[src/rtl/aes_key_expander_pkg.sv]
// Shared AES-128 constants and types: S-box, round constants and the
// key-expander state encoding.
package aes_model_pack;

  localparam int DATA_WIDTH_IN_BYTES = 16;

  typedef enum logic {
    IDLE,
    STREAM
  } key_exp_state_t;

  localparam logic [7:0] SUB_BYTES_TABLE [0:255] = '{
    8'h63, 8'h7c, 8'h77, 8'h7b, 8'hf2, 8'h6b, 8'h6f, 8'hc5, 8'h30, 8'h01, 8'h67, 8'h2b, 8'hfe, 8'hd7, 8'hab, 8'h76,
    8'hca, 8'h82, 8'hc9, 8'h7d, 8'hfa, 8'h59, 8'h47, 8'hf0, 8'had, 8'hd4, 8'ha2, 8'haf, 8'h9c, 8'ha4, 8'h72, 8'hc0,
    8'hb7, 8'hfd, 8'h93, 8'h26, 8'h36, 8'h3f, 8'hf7, 8'hcc, 8'h34, 8'ha5, 8'he5, 8'hf1, 8'h71, 8'hd8, 8'h31, 8'h15,
    8'h04, 8'hc7, 8'h23, 8'hc3, 8'h18, 8'h96, 8'h05, 8'h9a, 8'h07, 8'h12, 8'h80, 8'he2, 8'heb, 8'h27, 8'hb2, 8'h75,
    8'h09, 8'h83, 8'h2c, 8'h1a, 8'h1b, 8'h6e, 8'h5a, 8'ha0, 8'h52, 8'h3b, 8'hd6, 8'hb3, 8'h29, 8'he3, 8'h2f, 8'h84,
    8'h53, 8'hd1, 8'h00, 8'hed, 8'h20, 8'hfc, 8'hb1, 8'h5b, 8'h6a, 8'hcb, 8'hbe, 8'h39, 8'h4a, 8'h4c, 8'h58, 8'hcf,
    8'hd0, 8'hef, 8'haa, 8'hfb, 8'h43, 8'h4d, 8'h33, 8'h85, 8'h45, 8'hf9, 8'h02, 8'h7f, 8'h50, 8'h3c, 8'h9f, 8'ha8,
    8'h51, 8'ha3, 8'h40, 8'h8f, 8'h92, 8'h9d, 8'h38, 8'hf5, 8'hbc, 8'hb6, 8'hda, 8'h21, 8'h10, 8'hff, 8'hf3, 8'hd2,
    8'hcd, 8'h0c, 8'h13, 8'hec, 8'h5f, 8'h97, 8'h44, 8'h17, 8'hc4, 8'ha7, 8'h7e, 8'h3d, 8'h64, 8'h5d, 8'h19, 8'h73,
    8'h60, 8'h81, 8'h4f, 8'hdc, 8'h22, 8'h2a, 8'h90, 8'h88, 8'h46, 8'hee, 8'hb8, 8'h14, 8'hde, 8'h5e, 8'h0b, 8'hdb,
    8'he0, 8'h32, 8'h3a, 8'h0a, 8'h49, 8'h06, 8'h24, 8'h5c, 8'hc2, 8'hd3, 8'hac, 8'h62, 8'h91, 8'h95, 8'he4, 8'h79,
    8'he7, 8'hc8, 8'h37, 8'h6d, 8'h8d, 8'hd5, 8'h4e, 8'ha9, 8'h6c, 8'h56, 8'hf4, 8'hea, 8'h65, 8'h7a, 8'hae, 8'h08,
    8'hba, 8'h78, 8'h25, 8'h2e, 8'h1c, 8'ha6, 8'hb4, 8'hc6, 8'he8, 8'hdd, 8'h74, 8'h1f, 8'h4b, 8'hbd, 8'h8b, 8'h8a,
    8'h70, 8'h3e, 8'hb5, 8'h66, 8'h48, 8'h03, 8'hf6, 8'h0e, 8'h61, 8'h35, 8'h57, 8'hb9, 8'h86, 8'hc1, 8'h1d, 8'h9e,
    8'he1, 8'hf8, 8'h98, 8'h11, 8'h69, 8'hd9, 8'h8e, 8'h94, 8'h9b, 8'h1e, 8'h87, 8'he9, 8'hce, 8'h55, 8'h28, 8'hdf,
    8'h8c, 8'ha1, 8'h89, 8'h0d, 8'hbf, 8'he6, 8'h42, 8'h68, 8'h41, 8'h99, 8'h2d, 8'h0f, 8'hb0, 8'h54, 8'hbb, 8'h16
  };

  // Rcon sits in the top byte of the word; entry r-1 is used for round r.
  localparam logic [31:0] RCON_TABLE [0:9] = '{
    32'h01000000, 32'h02000000, 32'h04000000, 32'h08000000, 32'h10000000,
    32'h20000000, 32'h40000000, 32'h80000000, 32'h1b000000, 32'h36000000
  };

endpackage

[src/rtl/aes_key_g_func.sv]
// Key-schedule g function: SubWord(RotWord(word)) ^ Rcon[round-1].
module aes_key_g_func
  import aes_model_pack::*;
(
  input  logic [31:0] word,
  input  logic [3:0]  round,
  output logic [31:0] g
);

  logic [31:0] rot_word;
  logic [31:0] sub_word;
  logic [31:0] rcon;

  always_comb begin
    rot_word = {word[23:0], word[31:24]};
    sub_word = {SUB_BYTES_TABLE[rot_word[31:24]], SUB_BYTES_TABLE[rot_word[23:16]],
                SUB_BYTES_TABLE[rot_word[15:8]],  SUB_BYTES_TABLE[rot_word[7:0]]};
    // NOTE: default first so every path assigns rcon and no latch is inferred.
    rcon = '0;
    if (round >= 4'd1 && round <= 4'd10) begin
      rcon = RCON_TABLE[round - 4'd1];
    end
  end

  assign g = sub_word ^ rcon;

endmodule

[src/rtl/aes_key_expander.sv]
// Iterative AES-128 key schedule: accepts one cipher key and streams round
// keys 0..10, one expansion step per accepted handshake.
module aes_key_expander #(
  parameter int DATA_WIDTH_IN_BYTES = aes_model_pack::DATA_WIDTH_IN_BYTES,
  parameter int NUM_ROUNDS          = 10
) (
  input  logic                             clk,
  input  logic                             rst,
  input  logic [8*DATA_WIDTH_IN_BYTES-1:0] key_in,
  input  logic                             key_valid,
  output logic                             key_ready,
  output logic [8*DATA_WIDTH_IN_BYTES-1:0] round_key,
  output logic                             round_key_valid,
  input  logic                             round_key_ready,
  output logic [3:0]                       round_idx,
  output logic                             last_key
);

  import aes_model_pack::*;

  localparam int         KEY_W    = 8 * DATA_WIDTH_IN_BYTES;
  localparam logic [3:0] LAST_IDX = 4'(NUM_ROUNDS);

  key_exp_state_t   state;
  logic [KEY_W-1:0] key_q;
  logic [3:0]       idx_q;
  logic [3:0]       next_idx;
  logic [31:0]      g;
  logic [31:0]      n0, n1, n2, n3;

  assign next_idx = idx_q + 4'd1;

  aes_key_g_func u_g_func (
    .word  (key_q[31:0]),
    .round (next_idx),
    .g     (g)
  );

  // Each new word chains off the previous new word, so the XORs ripple w0 -> w3.
  assign n0 = key_q[KEY_W-1 -: 32] ^ g;
  assign n1 = key_q[KEY_W-33 -: 32] ^ n0;
  assign n2 = key_q[KEY_W-65 -: 32] ^ n1;
  assign n3 = key_q[31:0] ^ n2;

  // NOTE: sequential state uses non-blocking assignments only.
  always_ff @(posedge clk) begin
    if (rst) begin
      state <= IDLE;
      key_q <= '0;
      idx_q <= '0;
    end else begin
      case (state)
        IDLE: begin
          if (key_valid) begin
            key_q <= key_in;
            idx_q <= '0;
            state <= STREAM;
          end
        end
        STREAM: begin
          if (round_key_ready) begin
            if (idx_q == LAST_IDX) begin
              state <= IDLE;
            end else begin
              key_q <= {n0, n1, n2, n3};
              idx_q <= next_idx;
            end
          end
        end
        default: state <= IDLE;
      endcase
    end
  end

  // Handshake flags are decodes of the state register only.
  assign key_ready       = (state == IDLE);
  assign round_key_valid = (state == STREAM);
  assign last_key        = (state == STREAM) && (idx_q == LAST_IDX);
  assign round_key       = key_q;
  assign round_idx       = idx_q;

endmodule

[config.mk]
export PLATFORM = sky130hd
export DESIGN_NAME = aes_key_expander
export DESIGN_NICKNAME = d
export VERILOG_FILES = /design/src/rtl/aes_key_expander_pkg.sv /design/src/rtl/aes_key_g_func.sv /design/src/rtl/aes_key_expander.sv
export SDC_FILE = /design/constraint.sdc
export NUM_CORES = 1
export LEC_CHECK = 0
export ABC_AREA = 1
export BUFFER_PORTS_ARGS = -buffer_cell sky130_fd_sc_hd__buf_4
export CAP_MARGIN = 10
export CELL_PAD_IN_SITES_DETAIL_PLACEMENT = 2
export CELL_PAD_IN_SITES_GLOBAL_PLACEMENT = 2
export CORE_ASPECT_RATIO = 0.9
export CORE_MARGIN = 3
export CORE_UTILIZATION = 26
export CTS_BUF_LIST = sky130_fd_sc_hd__clkbuf_4 sky130_fd_sc_hd__clkbuf_8
export DETAILED_ROUTE_END_ITERATION = 12
export GPL_TIMING_DRIVEN = 0
export HOLD_SLACK_MARGIN = 0.02
export PLACE_DENSITY = 0.85
export SETUP_SLACK_MARGIN = 0.15
export SKIP_CTS_REPAIR_TIMING = 1
export SLEW_MARGIN = 5
export SYNTH_ARGS = -nofsm -noshare
export SYNTH_HDL_FRONTEND = slang
export SYNTH_SLANG_ARGS = --single-unit
[constraint.sdc]
create_clock -name clk -period 3.35 [get_ports clk]
set_input_delay 0.5025 -clock clk [delete_from_list [all_inputs] [get_ports clk]]
set_output_delay 0.5025 -clock clk [all_outputs]
set_load 0.05 [all_outputs]
# Word-level counts from Yosys, hierarchy flattened
# Memory sizes are Yosys's and may differ from the RTL's.
# Index checks and enable logic that the tools add are counted.
[totals] ff_bits=133 rom_bits=8704 mem_count=5
[op_classes] add_sub_neg=2 n_lt_le_gt_ge=7 eq_ne=4 mux=23 bitwise=11 reduce_logical=3
[mem_list] name="(name not given)" words=256 width=8 rd=1 rd_clocked_by_memory_dff=0 wr=0 line="aes_key_g_func.sv:16" rtl="sub_word = {SUB_BYTES_TABLE[rot_word[31:24]], SUB_BYTES_TABLE[rot_word[23:16]],"
[mem_list] name="(name not given)" words=256 width=8 rd=1 rd_clocked_by_memory_dff=0 wr=0 line="aes_key_g_func.sv:17" rtl="SUB_BYTES_TABLE[rot_word[15:8]], SUB_BYTES_TABLE[rot_word[7:0]]};"
[mem_list] name="(name not given)" words=256 width=8 rd=1 rd_clocked_by_memory_dff=0 wr=0 line="aes_key_g_func.sv:16"
[mem_list] name="(name not given)" words=256 width=8 rd=1 rd_clocked_by_memory_dff=0 wr=0 line="aes_key_g_func.sv:17"
[mem_list] name="(name not given)" words=16 width=32 rd=1 rd_clocked_by_memory_dff=0 wr=0 line="aes_key_g_func.sv:21" rtl="rcon = RCON_TABLE[round - 4'd1];"
[ops] cell="128-bit two-way mux" count=3
[ops] cell="128-bit case mux with 2 select lines" count=1
[ops] cell="32-bit bitwise XOR" count=5
[ops] cell="32-bit two-way mux" count=3
[ops] cell="8-bit two-way mux" count=8
[ops] cell="9-bit greater-or-equal comparator, second input constant" count=4
[ops] cell="8-bit inverter with 9-bit output" count=4
[ops] cell="4-bit two-way mux" count=3
[ops] cell="4-bit case mux with 2 select lines" count=1
[ops] cell="2-bit != test, second input constant" count=3
[ops] cell="5-bit greater-or-equal comparator, second input constant" count=1
[ops] cell="4-bit inverter with 5-bit output" count=1
[ops] cell="4-bit by 1-bit adder with 4-bit output, second input constant" count=1
[ops] cell="4-bit == test, second input constant" count=1
[ops] cell="4-bit by 1-bit greater-or-equal comparator with 1-bit output, second input constant" count=1
[ops] cell="4-bit less-or-equal comparator, second input constant" count=1
[ops] cell="4-bit by 1-bit subtractor with 4-bit output, second input constant" count=1
[ops] cell="1-bit two-way mux" count=3
[ops] cell="3-bit AND reduction" count=1
[ops] cell="1-bit logical AND" count=2
[ops] cell="1-bit case mux with 2 select lines" count=1
[ops] cell="1-bit inverter" count=1

# Longest topological paths before layout
[logic_depth] ltp_word=15 ltp_mapped=24 depth_no_buf=23

# Hierarchy
# Synthesis repeated with hierarchy kept, for this count alone.
[hier_totals] hier_cells=3745 hier_area_um2=19536.2
[by_module_without_submodules] mod="aes_key_g_func" n_inst=1 cells_per_inst=2403 area_each_um2=11462.2 seq_area_each_um2=0.0
[by_module_without_submodules] mod="aes_key_expander" n_inst=1 cells_per_inst=1342 area_each_um2=8074.0 seq_area_each_um2=2662.6

# Worst setup path after synthesis
# Ideal clock, no wire load.
[synth_timing] path_type="register to register" from="register key_q[25], in the netlist round_key[25]" to="register key_q[0], in the netlist round_key[0]" setup_ns=0.128 arrival_ns=3.036 setup_slack_ns=0.185 path_stages_with_launch=21 path_buffers=2 synth_period_minus_slack_ns=3.165 cell_sequence="dfxtp_1 > inv_2 > ha_1 > buf_2 > nand2_1 > buf_2 > nand3_1 > nand3_1 > nand3_1 > nand3_1 > nand3_1 > nand2_1 > nand2_1 > nand2_1 > nand2_1 > nand2_1 > nand2_1 > nand3_1 > nand3_1 > nand2_1 > a21oi_1"
[synth_between] elab_chain_cells=12
[synth_rtl] item="start, declared" line="aes_key_expander.sv:25" rtl="logic [KEY_W-1:0] key_q;"
[synth_rtl] item="start signal, assigned" line="aes_key_expander.sv:55" rtl="key_q <= key_in;"
[synth_rtl] item="start signal, assigned" line="aes_key_expander.sv:65" rtl="key_q <= {n0, n1, n2, n3};"
[synth_rtl] item="8-bit inverter with 9-bit output (not written as such)" line="aes_key_g_func.sv:17"
[synth_rtl] item="memory 256 x 8 bit"
[synth_rtl] item="8-bit two-way mux (not written as such) (2 in a row)" line="aes_key_g_func.sv:17"
[synth_rtl] item="32-bit bitwise XOR" line="aes_key_g_func.sv:25" rtl="assign g = sub_word ^ rcon;"
[synth_rtl] item="32-bit bitwise XOR" line="aes_key_expander.sv:40" rtl="assign n0 = key_q[KEY_W-1 -: 32] ^ g;"
[synth_rtl] item="32-bit bitwise XOR" line="aes_key_expander.sv:41" rtl="assign n1 = key_q[KEY_W-33 -: 32] ^ n0;"
[synth_rtl] item="32-bit bitwise XOR" line="aes_key_expander.sv:42" rtl="assign n2 = key_q[KEY_W-65 -: 32] ^ n1;"
[synth_rtl] item="32-bit bitwise XOR" line="aes_key_expander.sv:43" rtl="assign n3 = key_q[31:0] ^ n2;"
[synth_rtl] item="128-bit two-way mux" line="aes_key_expander.sv:62" rtl="if (idx_q == LAST_IDX) begin"
[synth_rtl] item="128-bit two-way mux" line="aes_key_expander.sv:61" rtl="if (round_key_ready) begin"
[synth_rtl] item="128-bit case mux with 2 select lines" line="aes_key_expander.sv:52" rtl="case (state)"
# No other way between the ends. The select of a mux whose other input is x is not followed.
# A chain may end at the register's enable or synchronous reset.

# Worst setup path in the final report
[layout_timing] from="register idx_q[0], in the netlist round_idx[0]" to="register key_q[9], in the netlist round_key[9]"
[layout_between] elab_chain_cells=15 word_cells_on_any_way=21 classes_between="add/sub (2); order compare (2); eq/ne (2); mux (6); bitwise (6); reduce/logical (2); memory (1)"
[layout_rtl] item="start, declared" line="aes_key_expander.sv:26" rtl="logic [3:0] idx_q;"
[layout_rtl] item="start signal, assigned" line="aes_key_expander.sv:66" rtl="idx_q <= next_idx;"
[layout_rtl] item="4-bit by 1-bit adder with 4-bit output" line="aes_key_expander.sv:31" rtl="assign next_idx = idx_q + 4'd1;"
[layout_rtl] item="4-bit by 1-bit subtractor with 4-bit output" line="aes_key_g_func.sv:21"
[layout_rtl] item="4-bit inverter with 5-bit output (not written as such)" line="aes_key_g_func.sv:21"
[layout_rtl] item="memory 16 x 32 bit"
[layout_rtl] item="32-bit two-way mux (not written as such) (2 in a row)" line="aes_key_g_func.sv:21"
[layout_rtl] item="32-bit two-way mux" line="aes_key_g_func.sv:20" rtl="if (round >= 4'd1 && round <= 4'd10) begin"
[layout_rtl] item="32-bit bitwise XOR" line="aes_key_g_func.sv:25"
[layout_rtl] item="32-bit bitwise XOR" line="aes_key_expander.sv:40"
[layout_rtl] item="32-bit bitwise XOR" line="aes_key_expander.sv:41"
[layout_rtl] item="32-bit bitwise XOR" line="aes_key_expander.sv:42"
[layout_rtl] item="32-bit bitwise XOR" line="aes_key_expander.sv:43"
[layout_rtl] item="128-bit two-way mux" line="aes_key_expander.sv:62"
[layout_rtl] item="128-bit two-way mux" line="aes_key_expander.sv:61"
[layout_rtl] item="128-bit case mux with 2 select lines" line="aes_key_expander.sv:52"
# Several ways; a longest one is shown, not always the timed one. The select of a mux whose other input is x is not followed.

==> results.sh <==
export IMPL_status="completed"
export IMPL_dpl_hpwl_mm=138
export IMPL_synth_cell_types=35
export IMPL_synth_seq_cells=133
export IMPL_clock_sinks=133
export IMPL_finalHoldViolCount=0
export IMPL_setup_viol=0
export IMPL_ys_seq_area_share_pct=12.8
export IMPL_first_iter_violations=4081
export IMPL_r2r_start="round_idx[0]$_SDFFE_PP0P_"
export IMPL_antenna_found_initial=6
export IMPL_p_leak_nw=12.5
export IMPL_vias=33810
export IMPL_ys_warn_count=0
export IMPL_setup_slack_ns=0.0897
export IMPL_synth_edff_count=0
export IMPL_fin_nets=4544
export IMPL_cts_buffers=17
export IMPL_dr_pass1_iters=6
export IMPL_root_buffer="clkbuf_8"
export IMPL_synth_nets=4208
export IMPL_place_gp_congestion=1.06
export IMPL_ir_drop_mv=0.358
export IMPL_busiest_layer="met2"
export IMPL_grt_max_degree=17
export IMPL_viasPerCell=6.26
export IMPL_grt_usage_pct=40.4
export IMPL_antenna_left=0
export IMPL_powerDensity_nw_per_um2=487
export IMPL_required_ns=3.75
export IMPL_rows=97
export IMPL_maxCapViolCount=0
export IMPL_end_kind="flip-flop"
export IMPL_fin_crit_sh_pct=97.3
export IMPL_yosys_most_used_dff="dfxtp_1"
export IMPL_ys_top_cells_by_area="nand3_1 30%, nand2_1 22%, dfxtp_1 13%, nor2_1 5.5%, a21oi_1 5.2%"
export IMPL_grt_ovfl_total=0
export IMPL_clock_skew_ns=0.0264
export IMPL_yosysMostFrequentCell="nand3_1"
export IMPL_rsz0062_at_grt="yes"
export IMPL_dpl_worst_slack_ns=-1.38
export IMPL_startpoint="round_idx[0]$_SDFFE_PP0P_"
export IMPL_use_met1_pct=54.1
export IMPL_clk_latency_ns=0.57
export IMPL_syn2layout_area_growth_pct=27.2
export IMPL_ff_latch_area_um2=2720
export IMPL_worst_path_max_fanout=10
export IMPL_use_met2_pct=60.6
export IMPL_tightest_slew_ns=1.15
export IMPL_path_clk_slew_ns=0.12
export IMPL_grt_pass1_vias=33027
export IMPL_drc_errors=0
export IMPL_drive_above_1_share_pct=20.6
export IMPL_path_class="reg2reg"
export IMPL_htree_levels=4
export IMPL_relSlewSlack_pct=23.5
export IMPL_grt_pass1_wl_mm=247
export IMPL_syn_avg_cell_area_um2=5.21
export IMPL_cts_buffer_depth=2
export IMPL_yosysTopAreaCellShare_pct=30.4
export IMPL_synth_top_cell_by_area="nand3_1"
export IMPL_grt_util_met3_pct=10.7
export IMPL_drt_total_wl_mm=179
export IMPL_start_util_pct=26.6
export IMPL_fin_crit_ns=3.26
export IMPL_async_flop_share_pct=0
export IMPL_synth_common_cells="1270 x nand3_1, 1217 x nand2_1, 306 x nor2_1, 217 x a21oi_1, 202 x inv_1"
export IMPL_fp_dieW_um=305
export IMPL_pin_count=267
export IMPL_finalMaxSlewViolations=0
export IMPL_final_util_pct=33.8
export IMPL_holdCritPathClass="in2reg"
export IMPL_crit_arrival_ns=3.66
export IMPL_post_drt_wl_per_cell_um=33.2
export IMPL_multi_input_area_um2=17200
export IMPL_portBuffers=265
export IMPL_tritoncts="built"
export IMPL_nFillCells=10058
export IMPL_core_um2=78600
export IMPL_postSynthCellCount=4009
export IMPL_hp_start="key_in[32]"
export IMPL_start_kind="flip-flop"
export IMPL_clock_fmax_ghz=0.307
export IMPL_fp_dieH_um=275
export IMPL_holdWs_ns=0.236
export IMPL_dieArea_um2=83800
export IMPL_netlist_area_um2=20900
[cell type report]
cell class / count / share of cell area, %
clock buffer: 17 / 0.881
timing repair buffer: 317 / 9.10
inverter: 233 / 3.63
sequential: 133 / 10.2
buffer: 273 / 6.11
tap: 1039 / 4.90
antenna: 3 / 0.0283
multi-input combinational: 3370 / 64.6
clock inverter: 15 / 0.518
[cells by family after synthesis]
logic type	synth area share [%]
flip-flops	12.8
adder cells (fa/ha/maj)	4.01
buffers and inverters	11.0
AO/OA/AOI/OAI	10.4
AND/OR/NAND/NOR	61.8
[worst max-delay path, stage by stage, from the launching register on]
cell	delay, ns
dfxtp_4	0.38
buf_6	0.14
inv_1	0.15
ha_1	0.17
nand3_1	0.20
inv_1	0.21
nor2_2	0.13
a21oi_2	0.35
clkbuf_1	0.48
clkbuf_2	0.50
nor2_1	0.13
nand2_1	0.15
a21oi_1	0.09
[per-stage QoR]
stage | power, mW | area (um2) | setup TNS, ns | cells
floorplan | 7.05 | 20900 | 0 | 4009
global placement | 10.3 | 24200 | -101.34 | 5313
detailed placement | 10.4 | 24200 | -106.23 | 5313
CTS | 11.9 | 24500 | -111.72 | 5345
global route | 13.5 | 26600 | -0.0357 | 5398
finish | 12.9 | 26600 | 0 | 5400
[sequential cells by signal, indices dropped and copies added, names as in the netlist]
name,flops
round_idx,4
round_key,128
round_key_valid,1
[per-layer routing]
metal,routed length [um],vias up
met2,75000,2170
met4,9330,4
li1,-,14175
met5,22,-
met3,20400,462
met1,74500,16999
[cells in the final DEF, fill, tap and decap left out, types with 23 or more instances in the layout]
master | synthesis | final
buf_4 | 26 | 334
nand2_2 | 44 | 93
nand2_4 | 4 | 27
clkbuf_1 | 91 | 61
inv_1 | 202 | 193
buf_6 | 22 | 23
dfxtp_1 | 133 | 117
clkbuf_2 | 0 | 46
nand4_1 | 31 | 31
nand3_2 | 13 | 79
nor2_1 | 306 | 270
ha_1 | 67 | 46
o211ai_1 | 80 | 80
o21ai_0 | 71 | 65
nand2_1 | 1217 | 1142
buf_2 | 97 | 87
a21oi_1 | 217 | 205
nor2_4 | 1 | 27
nand3_1 | 1270 | 1194
[worst paths after layout]
kind,endpoint,cells after the start,slack [ns]
setup reg to reg,round_key[9]$_SDFFE_PP0P_,12,0.09
hold / removal,round_key[32]$_SDFFE_PP0P_,3,0.24
setup / recovery,round_key[9]$_SDFFE_PP0P_,12,0.09
hold reg to reg,round_key[64]$_SDFFE_PP0P_,2,0.53
[power breakdown]
group          internal (mW)  switching [mW]  leakage, nW
logic                   2.57            6.82         11.2
registers               1.75           0.343         1.11
clock network          0.543           0.919        0.182
(Power assumes the default switching activity.)
